`src/rtl/alu_muldiv_sequencer.sv`:
```
// Multi-cycle MULT/DIV sequencer sitting beside the single-cycle ALU.
// Signed multiply runs as an unsigned shift-add over operand magnitudes and
// signed divide as a restoring divide; both take WIDTH iterations and
// finish with a sign-correction cycle that writes HI/LO.
module alu_muldiv_sequencer #(
    parameter int WIDTH = 32
) (
    input  logic             clock,
    input  logic             reset,
    input  logic             start,
    input  logic [3:0]       ALUControl_operation,
    input  logic [WIDTH-1:0] operand_a,
    input  logic [WIDTH-1:0] operand_b,
    input  logic             cancel,
    output logic             busy,
    output logic             stall,
    output logic             done,
    output logic             div_by_zero,
    output logic [WIDTH-1:0] hi,
    output logic [WIDTH-1:0] lo
);

    localparam logic [1:0] S_IDLE  = 2'd0;
    localparam logic [1:0] S_RUN   = 2'd1;
    localparam logic [1:0] S_FIXUP = 2'd2;
    localparam logic [1:0] S_DONE  = 2'd3;

    localparam logic [3:0] OP_MULT = 4'b1000;
    localparam logic [3:0] OP_DIV  = 4'b1001;

    localparam int              CW       = (WIDTH > 1) ? $clog2(WIDTH) : 1;
    localparam logic [CW-1:0]   CNT_LAST = CW'(WIDTH - 1);
    localparam logic [CW-1:0]   CNT_ONE  = CW'(1);

    // Two's-complement magnitude; the most negative value maps to 2^(WIDTH-1)
    // which is exactly representable as an unsigned WIDTH-bit number.
    function automatic logic [WIDTH-1:0] magnitude(input logic [WIDTH-1:0] v);
        return v[WIDTH-1] ? -v : v;
    endfunction

    logic [1:0]         state_q,   state_d;
    logic [CW-1:0]      cnt_q,     cnt_d;
    // MULT: {partial product high, multiplier shifting out}.
    // DIV : {partial remainder, dividend shifting out / quotient shifting in}.
    logic [2*WIDTH-1:0] acc_q,     acc_d;
    // MULT: |multiplicand|; DIV: |divisor|.
    logic [WIDTH-1:0]   opnd_q,    opnd_d;
    logic               neg_res_q, neg_res_d;
    logic               neg_rem_q, neg_rem_d;
    logic               is_div_q,  is_div_d;
    logic [WIDTH-1:0]   hi_q,      hi_d;
    logic [WIDTH-1:0]   lo_q,      lo_d;
    logic               dbz_q,     dbz_d;
    logic               busy_q;
    logic               done_q;

    logic               idle_or_done_s;
    logic               valid_op_s;
    logic               accept_s;
    logic [WIDTH-1:0]   addend_s;
    logic [WIDTH:0]     sum_s;
    logic [2*WIDTH-1:0] mul_next_s;
    logic [WIDTH:0]     cand_s;
    logic [WIDTH:0]     diff_s;
    logic [WIDTH-1:0]   rem_next_s;
    logic [2*WIDTH-1:0] div_next_s;
    logic [2*WIDTH-1:0] prod_s;
    logic [WIDTH-1:0]   quo_fix_s;
    logic [WIDTH-1:0]   rem_fix_s;

    // Acceptance qualification and one iteration of each datapath.
    always_comb begin
        idle_or_done_s = (state_q == S_IDLE) || (state_q == S_DONE);
        valid_op_s     = (ALUControl_operation == OP_MULT) ||
                         (ALUControl_operation == OP_DIV);
        accept_s       = idle_or_done_s && start && valid_op_s && !cancel;

        addend_s   = acc_q[0] ? opnd_q : {WIDTH{1'b0}};
        sum_s      = {1'b0, acc_q[2*WIDTH-1:WIDTH]} + {1'b0, addend_s};
        mul_next_s = {sum_s, acc_q[WIDTH-1:1]};

        cand_s     = {acc_q[2*WIDTH-1:WIDTH], acc_q[WIDTH-1]};
        diff_s     = cand_s - {1'b0, opnd_q};
        rem_next_s = diff_s[WIDTH] ? cand_s[WIDTH-1:0] : diff_s[WIDTH-1:0];
        div_next_s = {rem_next_s, acc_q[WIDTH-2:0], ~diff_s[WIDTH]};

        prod_s     = neg_res_q ? -acc_q : acc_q;
        quo_fix_s  = neg_res_q ? -acc_q[WIDTH-1:0] : acc_q[WIDTH-1:0];
        rem_fix_s  = neg_rem_q ? -acc_q[2*WIDTH-1:WIDTH] : acc_q[2*WIDTH-1:WIDTH];
    end

    // Next-state and datapath register updates for the sequencer FSM.
    always_comb begin
        state_d   = state_q;
        cnt_d     = cnt_q;
        acc_d     = acc_q;
        opnd_d    = opnd_q;
        neg_res_d = neg_res_q;
        neg_rem_d = neg_rem_q;
        is_div_d  = is_div_q;
        hi_d      = hi_q;
        lo_d      = lo_q;
        dbz_d     = dbz_q;
        case (state_q)
            S_IDLE, S_DONE: begin
                if (accept_s) begin
                    is_div_d  = (ALUControl_operation == OP_DIV);
                    neg_res_d = operand_a[WIDTH-1] ^ operand_b[WIDTH-1];
                    neg_rem_d = operand_a[WIDTH-1];
                    cnt_d     = {CW{1'b0}};
                    dbz_d     = 1'b0;
                    if (ALUControl_operation == OP_DIV) begin
                        acc_d  = {{WIDTH{1'b0}}, magnitude(operand_a)};
                        opnd_d = magnitude(operand_b);
                    end else begin
                        acc_d  = {{WIDTH{1'b0}}, magnitude(operand_b)};
                        opnd_d = magnitude(operand_a);
                    end
                    if ((ALUControl_operation == OP_DIV) &&
                        (operand_b == {WIDTH{1'b0}})) begin
                        // Divide by zero completes immediately.
                        hi_d    = operand_a;
                        lo_d    = {WIDTH{1'b1}};
                        dbz_d   = 1'b1;
                        state_d = S_DONE;
                    end else begin
                        state_d = S_RUN;
                    end
                end else begin
                    state_d = S_IDLE;
                end
            end
            S_RUN: begin
                if (cancel) begin
                    state_d = S_IDLE;
                end else begin
                    acc_d = is_div_q ? div_next_s : mul_next_s;
                    cnt_d = cnt_q + CNT_ONE;
                    if (cnt_q == CNT_LAST) begin
                        state_d = S_FIXUP;
                    end else begin
                        state_d = S_RUN;
                    end
                end
            end
            S_FIXUP: begin
                if (cancel) begin
                    state_d = S_IDLE;
                end else begin
                    if (is_div_q) begin
                        hi_d = rem_fix_s;
                        lo_d = quo_fix_s;
                    end else begin
                        hi_d = prod_s[2*WIDTH-1:WIDTH];
                        lo_d = prod_s[WIDTH-1:0];
                    end
                    state_d = S_DONE;
                end
            end
            default: begin
                state_d = S_IDLE;
            end
        endcase
    end

    // State, datapath and registered status outputs.
    always_ff @(posedge clock or posedge reset) begin
        if (reset) begin
            state_q   <= S_IDLE;
            cnt_q     <= {CW{1'b0}};
            acc_q     <= {(2*WIDTH){1'b0}};
            opnd_q    <= {WIDTH{1'b0}};
            neg_res_q <= 1'b0;
            neg_rem_q <= 1'b0;
            is_div_q  <= 1'b0;
            hi_q      <= {WIDTH{1'b0}};
            lo_q      <= {WIDTH{1'b0}};
            dbz_q     <= 1'b0;
            busy_q    <= 1'b0;
            done_q    <= 1'b0;
        end else begin
            state_q   <= state_d;
            cnt_q     <= cnt_d;
            acc_q     <= acc_d;
            opnd_q    <= opnd_d;
            neg_res_q <= neg_res_d;
            neg_rem_q <= neg_rem_d;
            is_div_q  <= is_div_d;
            hi_q      <= hi_d;
            lo_q      <= lo_d;
            dbz_q     <= dbz_d;
            busy_q    <= (state_d == S_RUN) || (state_d == S_FIXUP);
            done_q    <= (state_d == S_DONE);
        end
    end

    assign busy        = busy_q;
    assign done        = done_q;
    assign div_by_zero = dbz_q;
    assign hi          = hi_q;
    assign lo          = lo_q;
    assign stall       = busy_q | (start & valid_op_s & idle_or_done_s);

endmodule

```
`config.mk`:
```
export PLATFORM = sky130hd
export DESIGN_NAME = alu_muldiv_sequencer
export DESIGN_NICKNAME = d
export VERILOG_FILES = /design/src/rtl/alu_muldiv_sequencer.sv
export SDC_FILE = /design/constraint.sdc
export NUM_CORES = 1
export LEC_CHECK = 0
export CORE_ASPECT_RATIO = 2
export CORE_MARGIN = 1.5
export CORE_UTILIZATION = 45
export DETAILED_ROUTE_END_ITERATION = 8
export MAX_ROUTING_LAYER = met4
export PLACE_DENSITY = 0.65
export SLEW_MARGIN = 10
export SYNTH_ARGS = -nofsm -noshare
export SYNTH_HDL_FRONTEND = slang
export SYNTH_SLANG_ARGS = --single-unit
```
`constraint.sdc`:
```
create_clock -name clock -period 6.5 [get_ports clock]
set_clock_uncertainty 0.1 [all_clocks]
set_input_delay 1.95 -clock clock [delete_from_list [all_inputs] [get_ports clock]]
set_output_delay 1.95 -clock clock [all_outputs]
set_load 0.005 [all_outputs]
```
# Yosys cells after proc, flatten, opt, wreduce, memory -nomap -nowiden
# Index checks and enable logic that the tools add are counted.
[totals] out_inout_bits=68 wordCells=87 latchBits=0 romBits=0 regBits=173 input_bits=72 ramBits=0 memories=0
[classes] div=0 n_shift=0 n_addsub=8 multipliers=0 bitwise_logic=5 n_eq_ne=13 mux=33 n_reduce_logical=16 n_lt_le_gt_ge=0
[ops] op="32-bit two-way mux" n=16
[ops] op="64-bit two-way mux" n=4
[ops] op="32-bit negator" n=4
[ops] op="32-bit one-hot mux with 2 select lines" n=2
[ops] op="64-bit one-hot mux with 2 select lines" n=1
[ops] op="64-bit negator" n=1
[ops] op="32-bit by 32-bit adder with 33-bit output" n=1
[ops] op="33-bit by 32-bit subtractor with 33-bit output" n=1
[ops] op="32-bit zero test" n=1
[ops] op="2-bit two-way mux" n=5
[ops] op="5-bit two-way mux" n=2
[ops] op="5-bit one-hot mux with 2 select lines" n=1
[ops] op="2-bit == test (second input constant)" n=4
[ops] op="4-bit == test (second input constant)" n=2
[ops] op="2-bit inequality test (second input constant)" n=4
[ops] op="2-bit one-hot mux with 3 select lines" n=1
[ops] op="5-bit by 1-bit adder with 5-bit output (second input constant)" n=1
[ops] op="5-bit == test (second input constant)" n=1
[ops] op="2-bit by 1-bit == test with 1-bit output (second input constant)" n=2
[ops] op="1-bit logical AND" n=4
[ops] op="4-bit AND reduction" n=1
[ops] op="2-bit nonzero test" n=2
[ops] op="1-bit logical OR" n=3
[ops] op="3-bit AND reduction" n=1
[ops] op="other kinds (9)" n=10

# Logic depth before layout (Yosys ltp)
[logic_depth] depth_word=9 depth_mapped=14 depth_no_buf=14

# Worst setup path before layout
# Ideal clock, no wire load.
[synth_timing] kind="input port to output port" startpoint="input ALUControl_operation[2]" endpoint="output stall" setup_slack_ns=1.928 stages=3 required_ns=4.450 t_arrival_ns=2.522 n_path_buf=0 path_cell_list="nor3b_1 > nand3_1 > nand2b_1"
[synth_via] elab_chain_len=5 elab_cells_between_ends=6 classes_between="eq/ne: 2; bitwise: 3; reduce/logical: 1"
[synth_rtl] item="start, declared" line="11" rtl="input logic [3:0] ALUControl_operation,"
[synth_rtl] item="4-bit == test, on equally long branches" line="74, 75"
[synth_rtl] item="1-bit logical OR *" line="74" rtl="valid_op_s = (ALUControl_operation == OP_MULT) ||"
[synth_rtl] item="1-bit bitwise AND * (2 in a row)" line="202" rtl="assign stall = busy_q | (start & valid_op_s & idle_or_done_s);"
[synth_rtl] item="1-bit bitwise OR *" line="202"
[synth_rtl] item="end, declared" line="16" rtl="output logic stall,"
# Mark *: on every way between the ends. The rest lies on a longest branch, timed or not.

# Worst setup path in the final report
[layout_timing] startpoint="input ALUControl_operation[3]" endpoint="output stall"
# The elaborated chain is that of the path after synthesis.

==> impl_metrics.py <==
metrics = {
    "status": {
        "status": "completed",
    },
    "timing": {
        "finalSetupViolations": 0,
        "grt_setup_unrepaired": "no",
        "fin_crit_sh_pct": 86.2,
        "worstMarginPinSlew_ns": 0.917,
        "hold_viol": 0,
        "fmax_mhz": 178,
        "tns_ns": 0,
        "finalWorstSetupSlack_ns": 0.897,
        "finalCriticalPeriod_ns": 5.60,
        "slew_headroom_pct": 38.1,
        "finalMaxSlewViolations": 0,
        "holdWs_ns": 0.379,
    },
    "routing": {
        "drt_wl_total_um": 57200,
        "ant_nets": 0,
        "drc_errors": 0,
        "drt_iter0_markers": 853,
        "num_vias": 14595,
        "wl_per_cell_um": 24.0,
        "drtPass1Iterations": 5,
        "avgViaCountPerCell": 6.12,
    },
    "clock_network": {
        "cts_resized": 0,
        "htree_levels": 4,
        "hold_buffers": 0,
        "cts.clk_slew.worst_paths_ns": 0.07,
        "clk_path_buf_depth": 2,
        "postCtsSetupBuffers": 0,
        "worstSkewPairLatency_ns": 0.46,
        "clock-sinks": 173,
        "root_buffer": "clkbuf_16",
        "cts_tree": "done",
        "numCtsBuffers": 17,
    },
    "grt": {
        "grt_antenna_before_repair": 1,
        "grt-ovfl-total": 0,
        "grt_pass1_wl_um": 84700,
        "grt_pass1_vias": 14428,
        "grt_max_degree": 135,
        "grt_use_total_pct": 35.1,
    },
    "worst_setup_path": {
        "crit_type": "in -> out",
        "worstPathMaxFanout": 7,
        "r2r-end": "acc_q[62]",
        "timing.rr.start": "acc_q[0]",
        "critical_path_arrival_ns": 3.55,
        "worstPathRequired_ns": 4.45,
        "start_kind": "input pin",
        "r2r_slack_ns": 2.05,
        "ff2ff_path_depth": 14,
        "end_kind": "output port",
    },
    "hold_path": {
        "worst_hold_path_type": "reg -> reg",
        "whs_endpoint": "hi[22]",
        "min_path_cells": 2,
        "hold_start": "hi[22]",
    },
    "placed_design": {
        "place_ws_ns": 0.895,
        "gp_congestion": 0.985,
        "port_buffers": 139,
        "hpwl_um": 45300,
    },
    "yosys": {
        "syn-num-nets": 2020,
        "synth-seq-cells": 173,
        "synth-main-ff-cell": "dfrtp_1",
        "synthCells": 1873,
        "synth_edf_count": 0,
        "syn-cell-area_mm2": 0.0147,
        "yosysSeqAreaShare_pct": 29.4,
        "synthArstFlopShare_pct": 100,
        "synth.distinct_cells": 74,
        "yosysWarnings": 0,
        "synth_area_per_cell_um2": 7.87,
    },
    "flow_run": {
        "maxCapViolations": 0,
    },
    "layout": {
        "layout-drive-gt1-share_pct": 6.33,
        "final_common_cell": "o21ai_0",
        "multi_input_area_mm2": 0.00975,
        "register_area_mm2": 0.00433,
        "final_cell_mix": "o21ai_0, nand2_1, nor2_1, dfrtp_1, clkdlybuf4s50_1",
        "syn2layout_area_growth_pct": 16.2,
        "nets": 2092,
        "fill_cells": 3191,
    },
    "power": {
        "power_per_cell_area_mw_per_mm2": 270,
        "p_leak_nw": 7.18,
        "total_power_mw": 4.62,
        "ir_drop_v": 0.000202,
    },
    "floorplanning": {
        "die_x_um": 131,
        "rows": 93,
        "initial_utilization_pct": 45.7,
        "core_mm2": 0.0322,
        "fp.dieArea_mm2": 0.0339,
        "chipHeight_um": 259,
        "ios": 140,
    },
}
-- registers in the layout, indices dropped and copies added (netlist names) --
register     cells
is_div_q         1
state_q          2
hi              32
lo              32
neg_res_q        1
busy             1
opnd_q          32
div_by_zero      1
acc_q           64
done             1
cnt_q            5
neg_rem_q        1
-- critical path, cell delays in order --
cell and delay (ns):
clkdlybuf4s50_1 0.45, nor3b_1 0.30, nand3_1 0.12, buf_4 0.17, nand2b_1 0.07, clkdlybuf4s50_1 0.49
-- layer usage --
metal	wire length [um]	GRT usage, %
met1	18800	32.6
met2	29400	60.6
met3	2350	3.94
met4	6700	33.9
met5	0	-
-- cells in the mapped netlist (9+ instances only) --
master,count,area (um2)
nor2_1,178,668
clkbuf_1,98,368
or4_1,10,75.1
o21a_1,11,82.6
nand4_1,10,62.6
or3_1,14,87.6
o41ai_1,19,166
o21ai_0,218,1090
ha_1,73,913
a21oi_1,132,661
a31oi_1,49,307
o21bai_1,12,90.1
nor3_1,32,160
o21ai_1,11,55.1
dfrtp_1,173,4330
nand2b_1,26,163
xnor2_1,79,692
nand2_1,210,788
nand3_1,31,155
nor2b_1,14,87.6
mux2_2,38,428
nor4_1,14,87.6
buf_2,9,45.0
mux2i_1,45,450
xor2_1,91,797
o31ai_1,35,263
a211oi_1,40,300
a21o_1,26,195
and3_1,14,87.6
inv_1,57,214
-- worst max path at each step --
stage | start | to | depth (start not counted)
finish | ALUControl_operation[3] | stall | 6
global route | ALUControl_operation[3] | stall | 6
CTS | ALUControl_operation[3] | stall | 6
detailed placement | ALUControl_operation[3] | stall | 6
global placement | ALUControl_operation[3] | stall | 6
floorplan | ALUControl_operation[2] | stall | 3
-- cell families (layout without fill, tap and decap cells) --
| kind of cell | count (synthesis) | after routing | synth area share [%] |
|---|---|---|---|
| other | 0 | 1 | 0 |
| xor gates and xnor gates | 170 | 170 | 10.1 |
| muxes | 83 | 83 | 5.96 |
| buffers and inverters | 176 | 261 | 4.64 |
| and+or+nand+nor | 588 | 588 | 18.4 |
| AOI/OAI and AO/OA | 608 | 608 | 25.0 |
| DFF | 173 | 173 | 29.4 |
| adders and majority gates | 75 | 75 | 6.47 |
-- layout make-up --
type                       instances  share of cell area, %
tap                              427                   3.12
antenna                            1                 0.0146
clock buffer                      18                   2.51
multi-input combinational       1524                   57.0
inverter                          58                   1.29
sequential                       173                   25.3
timing repair buffer             171                   9.72
clock inverter                    14                   1.08
-- report_power, final --
group | switching, mW | total [mW] | internal, mW
logic | 1.21 | 2.04 | 0.834
registers | 0.246 | 1.47 | 1.22
clock network | 0.492 | 1.11 | 0.614
total | 1.95 | 4.62 | 2.67
-- stage by stage --
stage	utilization, %	area, um2	cells
2_1_floorplan	-	14700	1873
3_3_place_gp	51.2	16500	2353
3_5_place_dp	51.2	16500	2353
4_1_cts	53.1	17100	2385
5_1_grt	53.1	17100	2386
6_report	53.1	17100	2386
Power figures use the tool's default switching activity.
